File: config.mk
export PLATFORM = sky130hd
export DESIGN_NAME = mem_access_ctrl
export DESIGN_NICKNAME = d
export VERILOG_FILES = /design/src/rtl/mem_access_ctrl.sv
export SDC_FILE = /design/constraint.sdc
export NUM_CORES = 1
export LEC_CHECK = 0
export CAP_MARGIN = 25
export CELL_PAD_IN_SITES_DETAIL_PLACEMENT = 1
export CELL_PAD_IN_SITES_GLOBAL_PLACEMENT = 1
export CORE_MARGIN = 5
export CORE_UTILIZATION = 38
export CTS_BUF_LIST = sky130_fd_sc_hd__clkbuf_8
export CTS_CLUSTER_SIZE = 14
export DETAILED_ROUTE_END_ITERATION = 10
export MAX_ROUTING_LAYER = met4
export PLACE_DENSITY_LB_ADDON = 0.1
export REMOVE_ABC_BUFFERS = 1
export SYNTH_ARGS = -nofsm -noshare
export SYNTH_HDL_FRONTEND = slang
export SYNTH_SLANG_ARGS = --single-unit
File: constraint.sdc
create_clock -name CLK -period 3.35 [get_ports CLK]
set_clock_uncertainty 0.1 [all_clocks]
set_input_delay 1.005 -clock CLK [delete_from_list [all_inputs] [get_ports CLK]]
set_output_delay 1.005 -clock CLK [all_outputs]
set_load 0.05 [all_outputs]
File: src/rtl/mem_access_ctrl.sv
// mem_access_ctrl: MEM-stage initiator for a doubleword-line memory.
// Takes one B/H/W/D load or store per request. Sub-doubleword stores are done
// as read-modify-write of the aligned 8-byte line. Loads return sign- or
// zero-extended data. Misaligned requests and stall timeouts are flagged.
//
// Ports:
//   CLK, reset           clock; synchronous active-high reset
//   req_valid/req_ready  request handshake (ready only in IDLE)
//   req_we/req_size/req_unsigned/req_addr/req_wdata  request fields
//   resp_valid           one-cycle completion pulse
//   resp_rdata           load result (0 for stores and errors)
//   resp_misalign        misaligned request, no memory access made
//   resp_err             aborted after stall timeout
//   MEM_V/we/address/mem_data  memory request (address is line aligned)
//   v_mem_stall          memory not ready, hold request
//   data_out             combinational line read for current address
module mem_access_ctrl #(
  parameter int unsigned ADDR_W  = 64,
  parameter int unsigned TIMEOUT = 255
) (
  input  logic              CLK,
  input  logic              reset,
  input  logic              req_valid,
  output logic              req_ready,
  input  logic              req_we,
  input  logic [1:0]        req_size,
  input  logic              req_unsigned,
  input  logic [ADDR_W-1:0] req_addr,
  input  logic [63:0]       req_wdata,
  output logic              resp_valid,
  output logic [63:0]       resp_rdata,
  output logic              resp_misalign,
  output logic              resp_err,
  output logic              MEM_V,
  output logic              we,
  output logic [ADDR_W-1:0] address,
  output logic [63:0]       mem_data,
  input  logic              v_mem_stall,
  input  logic [63:0]       data_out
);

  localparam int unsigned CNT_W = (TIMEOUT > 1) ? $clog2(TIMEOUT) : 1;

  typedef enum logic [1:0] {
    IDLE = 2'd0,
    RD   = 2'd1,
    WR   = 2'd2,
    RESP = 2'd3
  } state_t;

  state_t             state, state_next;
  logic               op_we, op_we_next;
  logic [1:0]         op_size, op_size_next;
  logic               op_unsigned, op_unsigned_next;
  logic [2:0]         op_off, op_off_next;
  logic [63:0]        op_wdata, op_wdata_next;
  logic [CNT_W-1:0]   cnt, cnt_next;
  logic               timeout_hit;

  logic               req_ready_next;
  logic               resp_valid_next;
  logic [63:0]        resp_rdata_next;
  logic               resp_misalign_next;
  logic               resp_err_next;
  logic               mem_v_next;
  logic               we_next;
  logic [ADDR_W-1:0]  address_next;
  logic [63:0]        mem_data_next;

  // Address must be a multiple of the access size.
  function automatic logic is_misaligned(input logic [1:0] size, input logic [2:0] off);
    case (size)
      2'b00:   is_misaligned = 1'b0;
      2'b01:   is_misaligned = off[0];
      2'b10:   is_misaligned = |off[1:0];
      default: is_misaligned = |off;
    endcase
  endfunction

  // Byte-lane mask for the access size, in the low bytes.
  function automatic logic [63:0] size_mask(input logic [1:0] size);
    case (size)
      2'b00:   size_mask = 64'h0000_0000_0000_00FF;
      2'b01:   size_mask = 64'h0000_0000_0000_FFFF;
      2'b10:   size_mask = 64'h0000_0000_FFFF_FFFF;
      default: size_mask = 64'hFFFF_FFFF_FFFF_FFFF;
    endcase
  endfunction

  // Pull the addressed field out of the line and extend it.
  function automatic logic [63:0] extract(input logic [63:0] line, input logic [1:0] size,
                                          input logic [2:0] off, input logic uns);
    logic [63:0] sh;
    logic        sx;
    sh = line >> {off, 3'b000};
    sx = ~uns;
    case (size)
      2'b00:   extract = {{56{sx & sh[7]}}, sh[7:0]};
      2'b01:   extract = {{48{sx & sh[15]}}, sh[15:0]};
      2'b10:   extract = {{32{sx & sh[31]}}, sh[31:0]};
      default: extract = sh;
    endcase
  endfunction

  // Replace the addressed bytes of the line with the low store bytes.
  function automatic logic [63:0] merge(input logic [63:0] line, input logic [63:0] wdata,
                                        input logic [1:0] size, input logic [2:0] off);
    logic [63:0] m;
    m = size_mask(size);
    merge = (line & ~(m << {off, 3'b000})) | ((wdata & m) << {off, 3'b000});
  endfunction

  assign timeout_hit = (TIMEOUT != 0) && (cnt == CNT_W'(TIMEOUT - 1));

  // State and registered outputs.
  always_ff @(posedge CLK) begin
    if (reset) begin
      state         <= IDLE;
      op_we         <= 1'b0;
      op_size       <= 2'b00;
      op_unsigned   <= 1'b0;
      op_off        <= 3'b000;
      op_wdata      <= 64'h0;
      cnt           <= '0;
      req_ready     <= 1'b1;
      resp_valid    <= 1'b0;
      resp_rdata    <= 64'h0;
      resp_misalign <= 1'b0;
      resp_err      <= 1'b0;
      MEM_V         <= 1'b0;
      we            <= 1'b0;
      address       <= '0;
      mem_data      <= 64'h0;
    end else begin
      state         <= state_next;
      op_we         <= op_we_next;
      op_size       <= op_size_next;
      op_unsigned   <= op_unsigned_next;
      op_off        <= op_off_next;
      op_wdata      <= op_wdata_next;
      cnt           <= cnt_next;
      req_ready     <= req_ready_next;
      resp_valid    <= resp_valid_next;
      resp_rdata    <= resp_rdata_next;
      resp_misalign <= resp_misalign_next;
      resp_err      <= resp_err_next;
      MEM_V         <= mem_v_next;
      we            <= we_next;
      address       <= address_next;
      mem_data      <= mem_data_next;
    end
  end

  // Next state and next output values; outputs reflect the state being entered.
  always_comb begin
    state_next         = state;
    op_we_next         = op_we;
    op_size_next       = op_size;
    op_unsigned_next   = op_unsigned;
    op_off_next        = op_off;
    op_wdata_next      = op_wdata;
    cnt_next           = cnt;
    req_ready_next     = 1'b0;
    resp_valid_next    = 1'b0;
    resp_rdata_next    = 64'h0;
    resp_misalign_next = 1'b0;
    resp_err_next      = 1'b0;
    mem_v_next         = 1'b0;
    we_next            = 1'b0;
    address_next       = address;
    mem_data_next      = mem_data;

    case (state)
      IDLE: begin
        req_ready_next = 1'b1;
        if (req_valid) begin
          req_ready_next   = 1'b0;
          op_we_next       = req_we;
          op_size_next     = req_size;
          op_unsigned_next = req_unsigned;
          op_off_next      = req_addr[2:0];
          op_wdata_next    = req_wdata;
          if (is_misaligned(req_size, req_addr[2:0])) begin
            state_next         = RESP;
            resp_valid_next    = 1'b1;
            resp_misalign_next = 1'b1;
          end else begin
            state_next   = RD;
            mem_v_next   = 1'b1;
            address_next = {req_addr[ADDR_W-1:3], 3'b000};
            cnt_next     = '0;
          end
        end
      end

      RD: begin
        if (v_mem_stall) begin
          cnt_next = cnt + CNT_W'(1);
          if (timeout_hit) begin
            state_next      = RESP;
            resp_valid_next = 1'b1;
            resp_err_next   = 1'b1;
          end else begin
            mem_v_next = 1'b1;
          end
        end else if (op_we) begin
          state_next    = WR;
          mem_v_next    = 1'b1;
          we_next       = 1'b1;
          cnt_next      = '0;
          mem_data_next = merge(data_out, op_wdata, op_size, op_off);
        end else begin
          state_next      = RESP;
          resp_valid_next = 1'b1;
          resp_rdata_next = extract(data_out, op_size, op_off, op_unsigned);
        end
      end

      WR: begin
        if (v_mem_stall) begin
          cnt_next = cnt + CNT_W'(1);
          if (timeout_hit) begin
            // Abandoned write is not retried.
            state_next      = RESP;
            resp_valid_next = 1'b1;
            resp_err_next   = 1'b1;
          end else begin
            mem_v_next = 1'b1;
            we_next    = 1'b1;
          end
        end else begin
          state_next      = RESP;
          resp_valid_next = 1'b1;
        end
      end

      default: begin
        state_next     = IDLE;
        req_ready_next = 1'b1;
      end
    endcase
  end

endmodule
# Yosys cells after proc, flatten, opt, wreduce, memory -nomap -nowiden
# Index checks and enable logic that the tools add are counted.
totals:
  ff_bits: 276
  latch_bits: 0
  ram_bits: 0
  mem_bits_ro: 0
  word_cells: 97
  mem_count: 0
classes:
  addsub: 1
  n_mul: 0
  div_mod_pow: 0
  n_lt_le_gt_ge: 0
  eq_ne: 11
  n_shift: 3
  n_mux: 39
  bitwise: 13
  n_reduce_logical: 14
ops:
  columns: ["op", "count"]
  rows:
  - ["case mux 64 bit (3 select lines)", 2]
  - ["two-way mux 64 bit", 3]
  - ["bitwise AND 64 bit", 2]
  - ["<< shifter 64 x 6 -> 64 bit", 2]
  - ["inverter 64 bit", 1]
  - ["OR 64 bit", 1]
  - [">> shifter 64 x 6 -> 64 bit", 1]
  - ["two-way mux 8 bit", 5]
  - ["case mux 8 bit (3 select lines)", 1]
  - ["two-way mux 1 bit", 17]
  - ["two-way mux 2 bit", 5]
  - ["case mux 1 bit (3 select lines)", 3]
  - ["adder 8 x 1 -> 8 bit (second input constant)", 1]
  - ["equality test 8 bit (second input constant)", 1]
  - ["equality test 2 x 1 -> 1 bit (second input constant)", 3]
  - ["equality test 2 bit (second input constant)", 3]
  - ["logical NOT 2 bit", 3]
  - ["inequality test 2 bit (second input constant)", 3]
  - ["inverter 1 bit", 6]
  - ["case mux 2 bit (3 select lines)", 1]
  - ["AND reduction 3 bit", 2]
  - ["OR reduction 2 bit", 3]
  - ["OR reduction 3 bit", 2]
  - ["AND reduction 5 bit", 1]
  - ["6 further kinds", 9]

# Logic depth before layout (Yosys ltp)
# Gate-level depths: netlist of the first run.
logic_depth:
  word_depth: 9
  mapped_depth: 9
  depth_no_buf: 7

# Worst setup path after synthesis of the first run
# No wires, ideal clock.
synth_path:
  path_kind: "input to register"
  from: "input port reset"
  to: "register resp_rdata[53]"
  setup_ns: 0.071
  t_arrival_ns: 2.256
  required_ns: 3.179
  slack_ns: 0.924
  path_stages: 5
  path_cell_list: "clkbuf_1 > or4b_2 > clkbuf_1 > clkbuf_1 > a21oi_1"
synth_via:
  elab_chain_cells: 1
synth_lines:
  columns: ["item", "line_no", "rtl"]
  rows:
  - ["start, declared", "22", "input logic reset,"]
  - ["OR reduction 4 bit (no line)", null, null]
  - ["end signal, assigned", "144", "resp_rdata <= resp_rdata_next;"]
  - ["end, declared", "31", "output logic [63:0] resp_rdata,"]
# Every way passes these cells.
# A chain may end at the register's enable or synchronous reset.

# Final worst setup path of the first run
layout_path:
  from: "register mem_data[49]"
  to: "output port mem_data[49]"
layout_rtl:
  columns: ["item", "line_no", "rtl"]
  rows:
  - ["start, declared", "37", "output logic [63:0] mem_data,"]
  - ["start signal, assigned", "150", "mem_data <= mem_data_next;"]
# No word-level cell between the ends.

==> out/results.md, run 1 <==
| Parameter | Reported |
|---|---|
| Overall die area | 39000 µm² |
| Internal power summed over all cells | 7130 µW |
| Startpoint types | flop |
| Critical Path End Type | output pin |
| Final setup violation count | 0 |
| Sequential fraction of the synthesis area | 0.414 |
| Detailed-router iteration count before antenna repair | 5 |
| Final standard cell count with taps included and fillers excluded | 2500 |
| Worst setup path class | flop to output pin |
| Global-route wire length before repair | 87100 µm |
| Max-Cap Viols | 0 |
| Distinct cell type count after synthesis | 67 |
| Flop-to-flop setup slack | 0.52 ns |
| Clock period minus final worst setup slack | 2.99 ns |
| Sequential power share | 0.341 |
| Clock network fraction of total power | 0.292 |
| Avg Synthesized Cell Area | 8.08 µm² |
| Max Clock Freq | 334 MHz |
| Clock insertion delay at the later pin of the skew report | 0.61 ns |
| Sequence of cells on the critical path | clkdlybuf4s50_1 |
| Hpwl dp | 41400 µm |
| Critical path buffers and inverters | 1 |
| GR Util All Layers | 0.292 |
| Most frequent cells in the layout | 393 x clkdlybuf4s50_1, 377 x nand2_1, 272 x dfxtp_1 |
| H-tree lvl count | 2 |
| Capture point of the worst path | mem_data[49] |
| Highest ir drop seen on vdd | 378 µV |
| Post-synthesis instance area | 13400 µm² |
| Worst setup timing slack at the placement stage | 0.193 ns |
| Top Ports | 398 |
| Min-Delay Path Class | flop to flop |
| IO buf count | 394 |
| Remaining Overflow, GRT | 0 |
| Beginning of the worst hold path | address[25]$_SDFFE_PP0P_ |
| Primary flip-flop cell chosen by synthesis mapping | dfxtp_1 |
| Most common cell after layout, fill and taps aside | clkdlybuf4s50_1 |
| Post-synthesis cell count | 1653 |
| Path length in cells of the critical path | 1 |
| Slew @ Worst Pin | 1.06 ns |
| Synthesis-to-finish area growth | 40.3% |
| Origin of the worst setup path | mem_data[49]$_SDFFE_PP0P_ |
| CTS Root Buffer Type | clkbuf_8 |
| GPL Wtd Cong | 0.908 |
| Worst slew slack as a fraction of its limit | 0.288 |
| Number of hold-slack violations in the final timing report | 0 |
| DR vias | 14200 |
| Switching part of the total power | 0.394 |
| # Post-CTS Setup Buffers | 0 |
| Drt via density | 5.68 |
| Final wirelength | 57500 µm |
| FF/Latch Area | 5540 µm² |
| Layout cell share with drive strength beyond 1 | 0.0951 |
| Average wire per cell in the routed design | 23.0 µm |
| Biggest cell delay along the critical path | 0.90 ns |
| P per Cell Area | 628 nW/µm² |
| Clock tree from TritonCTS | yes |
| Arrival time of data at the critical path endpoint | 1.89 ns |
| Max clock buf depth | 3 |
| Die extent in x | 197 µm |
| Fillcell total | 4188 |
| Proportion of register bits with asynchronous set or reset after synthesis | 0 |
| Post-layout net count | 2211 |
| Share of the clock period used by the worst path after layout | 0.893 |
| DRC violation count after routing | 0 |
| Cell count after placement | 2406 |
| Worst Setup Slack, final | 0.360 ns |
| Number of enable-type register cells in the synthesized netlist | 0 |
| Crit-path leading delay family | buffers and inverters |
| Reg clk slew, reported paths | 0.06 ns |
| Unrepaired setup endpoints after global routing | no |
| Run status | finished, final reports clean |
| CP Max Fanout | 2 |
| Area used by multi-input combinational logic | 7030 µm² |
| Post-synthesis sequential element count | 276 |
| Initial standard-cell utilization of the core | 0.386 |
| Number of buffers inserted during clock tree synthesis | 51 |
| Number of pins with negative max-slew slack in the final report | 0 |
| Clock net sink count | 276 |
| Initial DRC Count | 943 |
| Switching power | 4630 µW |
| Number of hold-repair buffers added at the cts stage | 0 |
| Pin count of the biggest net entering global routing | 131 |
| R2R cell count | 7 |
| Quantity of gates resized following cts | 0 |
| Part of the power in combinational logic | 0.367 |
| Post-detailed-route count of antenna-violating nets | 0 |
| Vias in the first global route | 14600 |
| Terminus of the critical flop-to-flop path | resp_rdata[52]$_SDFF_PP0_ |
| Total number of yosys warnings | 0 |
| Data required time at the worst endpoint | 2.24 ns |
| Number of stages on the worst hold path | 2 |
| Antenna violations before repair | 4 |
| Reg-to-Reg Start | op_size[1]$_SDFFE_PP0P_ |
| FP Rows | 68 |
| Die H | 197 µm |
| Leakage power | 0.00653 µW |
| Highest-delay cell along the critical path | clkdlybuf4s50_1 |
| Core area | 34600 µm² |
==> layer usage <==
metal  vias up  share of wire  GRT usage
met1      6880           0.42      0.372
met2       632           0.46      0.444
li1       6569              -          -
met5         -              0          -
met3       115          0.092     0.0788
met4         0          0.032      0.111
==> cell type report <==
cell class                 instances  share of cell area
clock buffer                      64              0.0470
multi-input combinational       1219               0.375
antenna                            4            0.000535
tap                              455              0.0304
timing repair buffer             445               0.238
clock inverter                    26              0.0103
sequential                       276               0.296
inverter                          11             0.00220
==> worst reg2reg max path: cells and delay by family, from the launching register on <==
family	cells	cell delay (ns)
buf+inv	2	0.63
flops	1	0.78
simple gates	4	1.05
compound gates	1	0.18
==> synth_stat cells, types with 25 or more instances <==
cell type	n	area (µm²)
nor2_1	105	394
mux2_2	25	282
nand3_1	26	130
dfxtp_1	276	5530
nor3_1	44	220
buf_2	33	165
nand2_1	378	1420
o21ai_0	69	345
clkbuf_1	79	297
a21oi_1	235	1180
mux2i_1	79	791
a211oi_1	28	210
a221oi_1	39	342
==> per-stage QoR <==
step	setup TNS, ns	cell area, µm²	total power (µW)	util	hold slack, ns
2_1_floorplan	-417.04	12600	6560	-	0.327
3_3_place_gp	0	17600	8260	0.509	0.341
3_5_place_dp	0	17600	8350	0.509	0.347
4_1_cts	0	18700	11800	0.540	0.355
5_1_grt	0	18700	12400	0.541	0.377
6_report	0	18700	11800	0.541	0.353
==> flip-flops by register name (all words and copies together), names as in the netlist <==
signal	count
op_off	3
cnt	8
resp_rdata	64
resp_misalign	1
resp_err	1
state	2
op_we	1
resp_valid	1
op_size	2
op_unsigned	1
we	1
MEM_V	1
mem_data	64
address	61
req_ready	1
op_wdata	64
==> power by group through the flow <==
stage | logic [µW] | clock network [µW] | registers, µW
6_report | 4310 | 3440 | 4010
5_1_grt | 4610 | 3690 | 4050
4_1_cts | 4310 | 3530 | 4000
3_5_place_dp | 4280 | 0 | 4070
3_3_place_gp | 4210 | 0 | 4050
2_1_floorplan | 1860 | 0 | 4700
==> cell families (layout without fill, tap and decap cells) <==
kind of cell               Yosys count  in the layout  synth area share
other                                1              7          0.000281
buffers and inverters              160            546            0.0612
muxes                              118            118             0.103
xor gates and xnor gates             1              1          0.000656
adders and majority gates            7              7           0.00656
and+or+nand+nor                    600            600             0.188
AOI/OAI and AO/OA                  490            490             0.226
DFF                                276            276             0.414
==> how the worst min path moves through the flow <==
stage / slack (ns) / end
detailed placement: 0.35 / address[25]$_SDFFE_PP0P_
global placement: 0.34 / address[47]$_SDFFE_PP0P_
CTS: 0.36 / address[25]$_SDFFE_PP0P_
global route: 0.38 / address[31]$_SDFFE_PP0P_
floorplan: 0.33 / op_wdata[10]$_SDFFE_PP0P_
finish: 0.35 / address[25]$_SDFFE_PP0P_
Power figures use the tool's default switching activity.
==> inputs of run 2 (changes only) <==
--- a/config.mk
+++ b/config.mk
@@ -5,7 +5,6 @@
 export SDC_FILE = /design/constraint.sdc
 export NUM_CORES = 1
 export LEC_CHECK = 0
-export CAP_MARGIN = 25
 export CELL_PAD_IN_SITES_DETAIL_PLACEMENT = 1
 export CELL_PAD_IN_SITES_GLOBAL_PLACEMENT = 1
 export CORE_MARGIN = 5
@@ -13,6 +12,7 @@
 export CTS_BUF_LIST = sky130_fd_sc_hd__clkbuf_8
 export CTS_CLUSTER_SIZE = 14
 export DETAILED_ROUTE_END_ITERATION = 10
+export HOLD_SLACK_MARGIN = 0.06
 export MAX_ROUTING_LAYER = met4
 export PLACE_DENSITY_LB_ADDON = 0.1
 export REMOVE_ABC_BUFFERS = 1
==> run 2 against run 1 <==
Against the previous run: design area shrank 0.61%; worst hold slack improved by 0.0012 ns; clock power fell by 8.1%; highest routed layer unchanged; critical path type unchanged; critical endpoint is now mem_data[52]; first-iteration DRC count up 1.6%.
==> out/results.md, run 2 (same netlist as run 1, synthesis figures left out) <==
| Parameter | Reported |
|---|---|
| Run status | finished, final reports clean |
| DRC violation count after routing | 0 |
| Die H | 197 µm |
| Share of the clock period used by the worst path after layout | 0.888 |
| GPL Wtd Cong | 0.908 |
| Final core utilization | 0.537 |
| Detailed-router iteration count before antenna repair | 6 |
| Worst slew slack as a fraction of its limit | 0.198 |
| Crit-path leading delay family | buffers and inverters |
| Initial standard-cell utilization of the core | 0.386 |
| Layout cell share with drive strength beyond 1 | 0.0903 |
| CP Max Fanout | 2 |
| GR Util All Layers | 0.290 |
| Post-layout net count | 2209 |
| Reg clk slew, reported paths | 0.06 ns |
| Clock tree from TritonCTS | yes |
| Remaining Overflow, GRT | 0 |
| Number of pins with negative max-slew slack in the final report | 0 |
| P per Cell Area | 617 nW/µm² |
| Cell count after placement | 2405 |
| Clock insertion delay at the later pin of the skew report | 0.63 ns |
| Drt via density | 5.63 |
| Regs by FF count | mem_data (64), op_wdata (64), resp_rdata (64) |
| Slew @ Worst Pin | 1.20 ns |
| Initial DRC Count | 958 |
| Highest ir drop seen on vdd | 379 µV |
| Leakage power | 0.00650 µW |
| Most frequent cells in the layout | 393 x clkdlybuf4s50_1, 377 x nand2_1, 272 x dfxtp_1 |
| Overall die area | 39000 µm² |
| Pin count of the biggest net entering global routing | 131 |
| Number of buffers inserted during clock tree synthesis | 50 |
| Number of hold-slack violations in the final timing report | 0 |
| Highest-delay cell along the critical path | clkdlybuf4s50_1 |
| Post-route cell area | 18600 µm² |
| Antenna violations before repair | 3 |
| Post-detailed-route count of antenna-violating nets | 0 |
| Startpoint types | flop |
| Critical Path End Type | output pin |
| Biggest cell delay along the critical path | 0.89 ns |
| Final standard cell count with taps included and fillers excluded | 2496 |
| Synthesis-to-finish area growth | 39.4% |
| Arrival time of data at the critical path endpoint | 1.87 ns |
| # Post-CTS Setup Buffers | 0 |
| Quantity of gates resized following cts | 0 |
| Most common cell after layout, fill and taps aside | clkdlybuf4s50_1 |
| DR vias | 14100 |
| Vias in the first global route | 14600 |
| Number of hold-repair buffers added at the cts stage | 0 |
| Max Clock Freq | 336 MHz |
| Clock net sink count | 276 |
| Max clock buf depth | 3 |
| Cell Area, Placed | 17600 µm² |
| Die extent in x | 197 µm |
| H-tree lvl count | 2 |
| Min-Delay Path Class | flop to flop |
| Critical path buffers and inverters | 1 |
| Top Ports | 398 |
| Sequence of cells on the critical path | clkdlybuf4s50_1 |
| Core area | 34600 µm² |
| Final wirelength | 57200 µm |
| Average wire per cell in the routed design | 22.9 µm |
| Data required time at the worst endpoint | 2.24 ns |
| Hpwl dp | 41300 µm |
| FP Rows | 68 |
| Global-route wire length before repair | 86600 µm |
| Clock period minus final worst setup slack | 2.98 ns |
| Unrepaired setup endpoints after global routing | no |
| Worst setup path class | flop to output pin |
| CTS Root Buffer Type | clkbuf_8 |
| Max-Cap Viols | 0 |
| IO buf count | 394 |
| Final setup violation count | 0 |
-- run 2: cell count changes in the layout (fill, tap and decap cells not counted), sizes merged --
cell | before | now
diode | 4 | 3
clkinv | 11 | 8
clkbuf | 64 | 60
inv | 22 | 29
buf | 52 | 51
bufinv | 3 | 1
-- run 2: per-stage QoR --
step	total power [µW]	hold WS (ns)	setup TNS, ns	setup WS [ns]
2_1_floorplan	6560	0.327	-417.04	-3.20
3_3_place_gp	8260	0.341	0	0.241
3_5_place_dp	8350	0.347	0	0.204
4_1_cts	11500	0.356	0	0.325
5_1_grt	12100	0.376	0	0.275
6_report	11500	0.355	0	0.374
-- run 2: layout make-up --
type,count,area [µm²]
fill,4154,16000
inverter,11,41.3
sequential,276,5540
timing repair buffer,444,4460
antenna,3,7.51
tap,455,569
multi-input combinational,1219,7030
clock inverter,28,144
clock buffer,60,826
-- run 2: report_power, final --
group,switching (µW),internal [µW],leakage [µW],total (µW)
Sequential,358,3650,0.00224,4010
Clock,1470,1690,0.000574,3160
Combinational,2770,1530,0.00368,4300
Total,4610,6870,0.00650,11500
-- run 2: worst paths after layout --
check	from	endpoint	slack [ns]	depth (start not counted)
min	address[25]$_SDFFE_PP0P_	address[25]$_SDFFE_PP0P_	0.35	2
min reg2reg	address[25]$_SDFFE_PP0P_	address[25]$_SDFFE_PP0P_	0.35	2
max	mem_data[52]$_SDFFE_PP0P_	mem_data[52]	0.37	1
max reg2reg	op_size[1]$_SDFFE_PP0P_	resp_rdata[59]$_SDFF_PP0_	0.51	7
-- run 2: per-layer routing --
layer	global-route usage	vias up	share of wire
met2	0.441	567	0.45
met3	0.0843	102	0.094
met4	0.0932	0	0.029
met5	-	-	0
li1	-	6556	-
met1	0.373	6839	0.43
==> inputs of run 3 (changes only) <==
--- a/config.mk
+++ b/config.mk
@@ -5,6 +5,7 @@
 export SDC_FILE = /design/constraint.sdc
 export NUM_CORES = 1
 export LEC_CHECK = 0
+export CAP_MARGIN = 20
 export CELL_PAD_IN_SITES_DETAIL_PLACEMENT = 1
 export CELL_PAD_IN_SITES_GLOBAL_PLACEMENT = 1
 export CORE_MARGIN = 5
@@ -14,7 +15,7 @@
 export DETAILED_ROUTE_END_ITERATION = 10
 export HOLD_SLACK_MARGIN = 0.06
 export MAX_ROUTING_LAYER = met4
-export PLACE_DENSITY_LB_ADDON = 0.1
+export PLACE_DENSITY = 0.9
 export REMOVE_ABC_BUFFERS = 1
 export SYNTH_ARGS = -nofsm -noshare
 export SYNTH_HDL_FRONTEND = slang
==> run 3 against run 2 <==
Against the previous run: register-to-register slack got worse by 0.09 ns; sequential cell count unchanged; power decreased by 1.0%; fmax increased by 0.48%; routed wire length increased by 6.0%; first-iteration DRC count increased by 29%; count of clock-buffer cells in the layout decreased by 3; sequential power increased by 1%; sequential share of layout area increased by 0.26 points; via count increased by 2.9%; largest cell class unchanged; critical path depth unchanged.
==> out/results.md, run 3 (same netlist as run 1, synthesis figures left out) <==
| Parameter | Reported |
|---|---|
| Run status | finished, final reports clean |
| Quantity of gates resized following cts | 0 |
| Startpoint types | flop |
| Number of hold-slack violations in the final timing report | 0 |
| Leakage power | 0.00638 µW |
| Max-Cap Viols | 0 |
| IO buf count | 394 |
| Regs by FF count | mem_data (64), op_wdata (64), resp_rdata (64) |
| Post-route cell area | 18500 µm² |
| Synthesis-to-finish area growth | 38.2% |
| Remaining Overflow, GRT | 0 |
| Critical Path End Type | output pin |
| Clock tree from TritonCTS | yes |
| FP Rows | 68 |
| Setup TNS | 0 ns |
| Worst slew slack as a fraction of its limit | 0.196 |
| Highest-delay cell along the critical path | clkdlybuf4s50_1 |
| Biggest cell delay along the critical path | 0.91 ns |
| GPL Wtd Cong | 0.913 |
| Number of stages on the worst hold path | 2 |
| Post-detailed-route count of antenna-violating nets | 0 |
| Average wire per cell in the routed design | 24.4 µm |
| H-tree lvl count | 2 |
| R2R cell count | 5 |
| DR vias | 14500 |
| CP Max Fanout | 2 |
| Top Ports | 398 |
| Worst setup path class | flop to output pin |
| Initial DRC Count | 1236 |
| Highest ir drop seen on vdd | 543 µV |
| Most frequent cells in the layout | 393 x clkdlybuf4s50_1, 377 x nand2_1, 272 x dfxtp_1 |
| # Post-CTS Setup Buffers | 0 |
| Reg clk slew, reported paths | 0.06 ns |
| Min-Delay Path Class | flop to flop |
| Beginning of the worst hold path | address[23]$_SDFFE_PP0P_ |
| Final wirelength | 60600 µm |
| Clock net sink count | 276 |
| Flop-to-flop setup slack | 0.42 ns |
| Slew @ Worst Pin | 1.20 ns |
| Max Clock Freq | 338 MHz |
| Final setup violation count | 0 |
| Clock period minus final worst setup slack | 2.96 ns |
| Arrival time of data at the critical path endpoint | 1.86 ns |
| Pin count of the biggest net entering global routing | 206 |
| Core area | 34600 µm² |
| Detailed-router iteration count before antenna repair | 5 |
| Most common cell after layout, fill and taps aside | clkdlybuf4s50_1 |
| Cell Area, Placed | 17500 µm² |
| P per Cell Area | 616 nW/µm² |
| Share of the clock period used by the worst path after layout | 0.884 |
| Global-route wire length before repair | 90800 µm |
| Sequence of cells on the critical path | clkdlybuf4s50_1 |
| Initial standard-cell utilization of the core | 0.386 |
| Post-layout net count | 2197 |
| Die extent in x | 197 µm |
| Hold_ws | 0.354 ns |
| DRC violation count after routing | 0 |
| Terminus of the critical flop-to-flop path | resp_rdata[12]$_SDFF_PP0_ |
| Drt via density | 5.82 |
| Layout cell share with drive strength beyond 1 | 0.0832 |
| Reg-to-Reg Start | op_off[1]$_SDFFE_PP0P_ |
| GR Util All Layers | 0.303 |
| Fillcell total | 4079 |
| Antenna violations before repair | 10 |
| Vias in the first global route | 15000 |
| Number of hold-repair buffers added at the cts stage | 0 |
| Overall die area | 39000 µm² |
| Hpwl dp | 43700 µm |
| Terminating pin of the worst hold path | address[23]$_SDFFE_PP0P_ |
| Number of buffers inserted during clock tree synthesis | 47 |
| Critical path buffers and inverters | 1 |
| CTS Root Buffer Type | clkbuf_8 |
| Clock insertion delay at the later pin of the skew report | 0.60 ns |
| Number of pins with negative max-slew slack in the final report | 0 |
| Data required time at the worst endpoint | 2.24 ns |
| Crit-path leading delay family | buffers and inverters |
| Max clock buf depth | 3 |
| Final core utilization | 0.533 |
| Die H | 197 µm |
| Unrepaired setup endpoints after global routing | no |
==> run 3: cell count changes in the layout (fill, tap and decap cells not counted), moves of 2 or more <==
cell,previous run,this run
clkinv_2,7,2
clkbuf_8,60,57
inv_6,0,2
diode_2,3,10
buf_12,11,9
buf_4,39,32
inv_1,27,24
==> run 3: worst max-delay path by stage <==
stage                                end  slack (ns)  depth (start not counted)                 startpoint
2_1_floorplan  resp_rdata[55]$_SDFF_PP0_       -3.20                          5     op_off[0]$_SDFFE_PP0P_
3_3_place_gp    address[40]$_SDFFE_PP0P_     -0.0006                          6                req_size[0]
3_5_place_dp    address[40]$_SDFFE_PP0P_        0.09                          7                req_size[0]
4_1_cts                     mem_data[45]        0.38                          1  mem_data[45]$_SDFFE_PP0P_
5_1_grt        resp_rdata[12]$_SDFF_PP0_        0.32                          5     op_off[1]$_SDFFE_PP0P_
6_report                    mem_data[61]        0.39                          1  mem_data[61]$_SDFFE_PP0P_
==> run 3: cell type report <==
type	instances	area [µm²]	share of cell area
clock buffers	57	785	0.0425
repair buffers	435	4370	0.237
multi-input cells	1219	7030	0.381
inverters	11	41.3	0.00224
clock inverters	21	98.8	0.00536
flip-flops and latches	276	5540	0.300
well taps	455	569	0.0309
diodes	10	25.0	0.00136
==> run 3: metal layers <==
metal / vias up / global-route usage / wire, µm
met5: - / - / 0
met4: 0 / 0.128 / 2800
met3: 162 / 0.0624 / 4750
met2: 686 / 0.486 / 29000
li1: 6523 / - / -
met1: 7096 / 0.373 / 24100
==> run 3: power breakdown <==
| part | internal [µW] | switching, µW | total, µW |
|---|---|---|---|
| Clock | 1530 | 1430 | 2960 |
| Combinational | 1520 | 2830 | 4350 |
| Sequential | 3650 | 396 | 4050 |
==> run 3: per-stage QoR <==
stage	setup slack, ns	power, µW	cells
floorplan	-3.20	6560	1506
detailed placement	0.0937	8370	2396
global route	0.321	11800	2484
finish	0.388	11400	2484
CTS	0.377	11300	2474
global placement	-0.000563	8220	2395
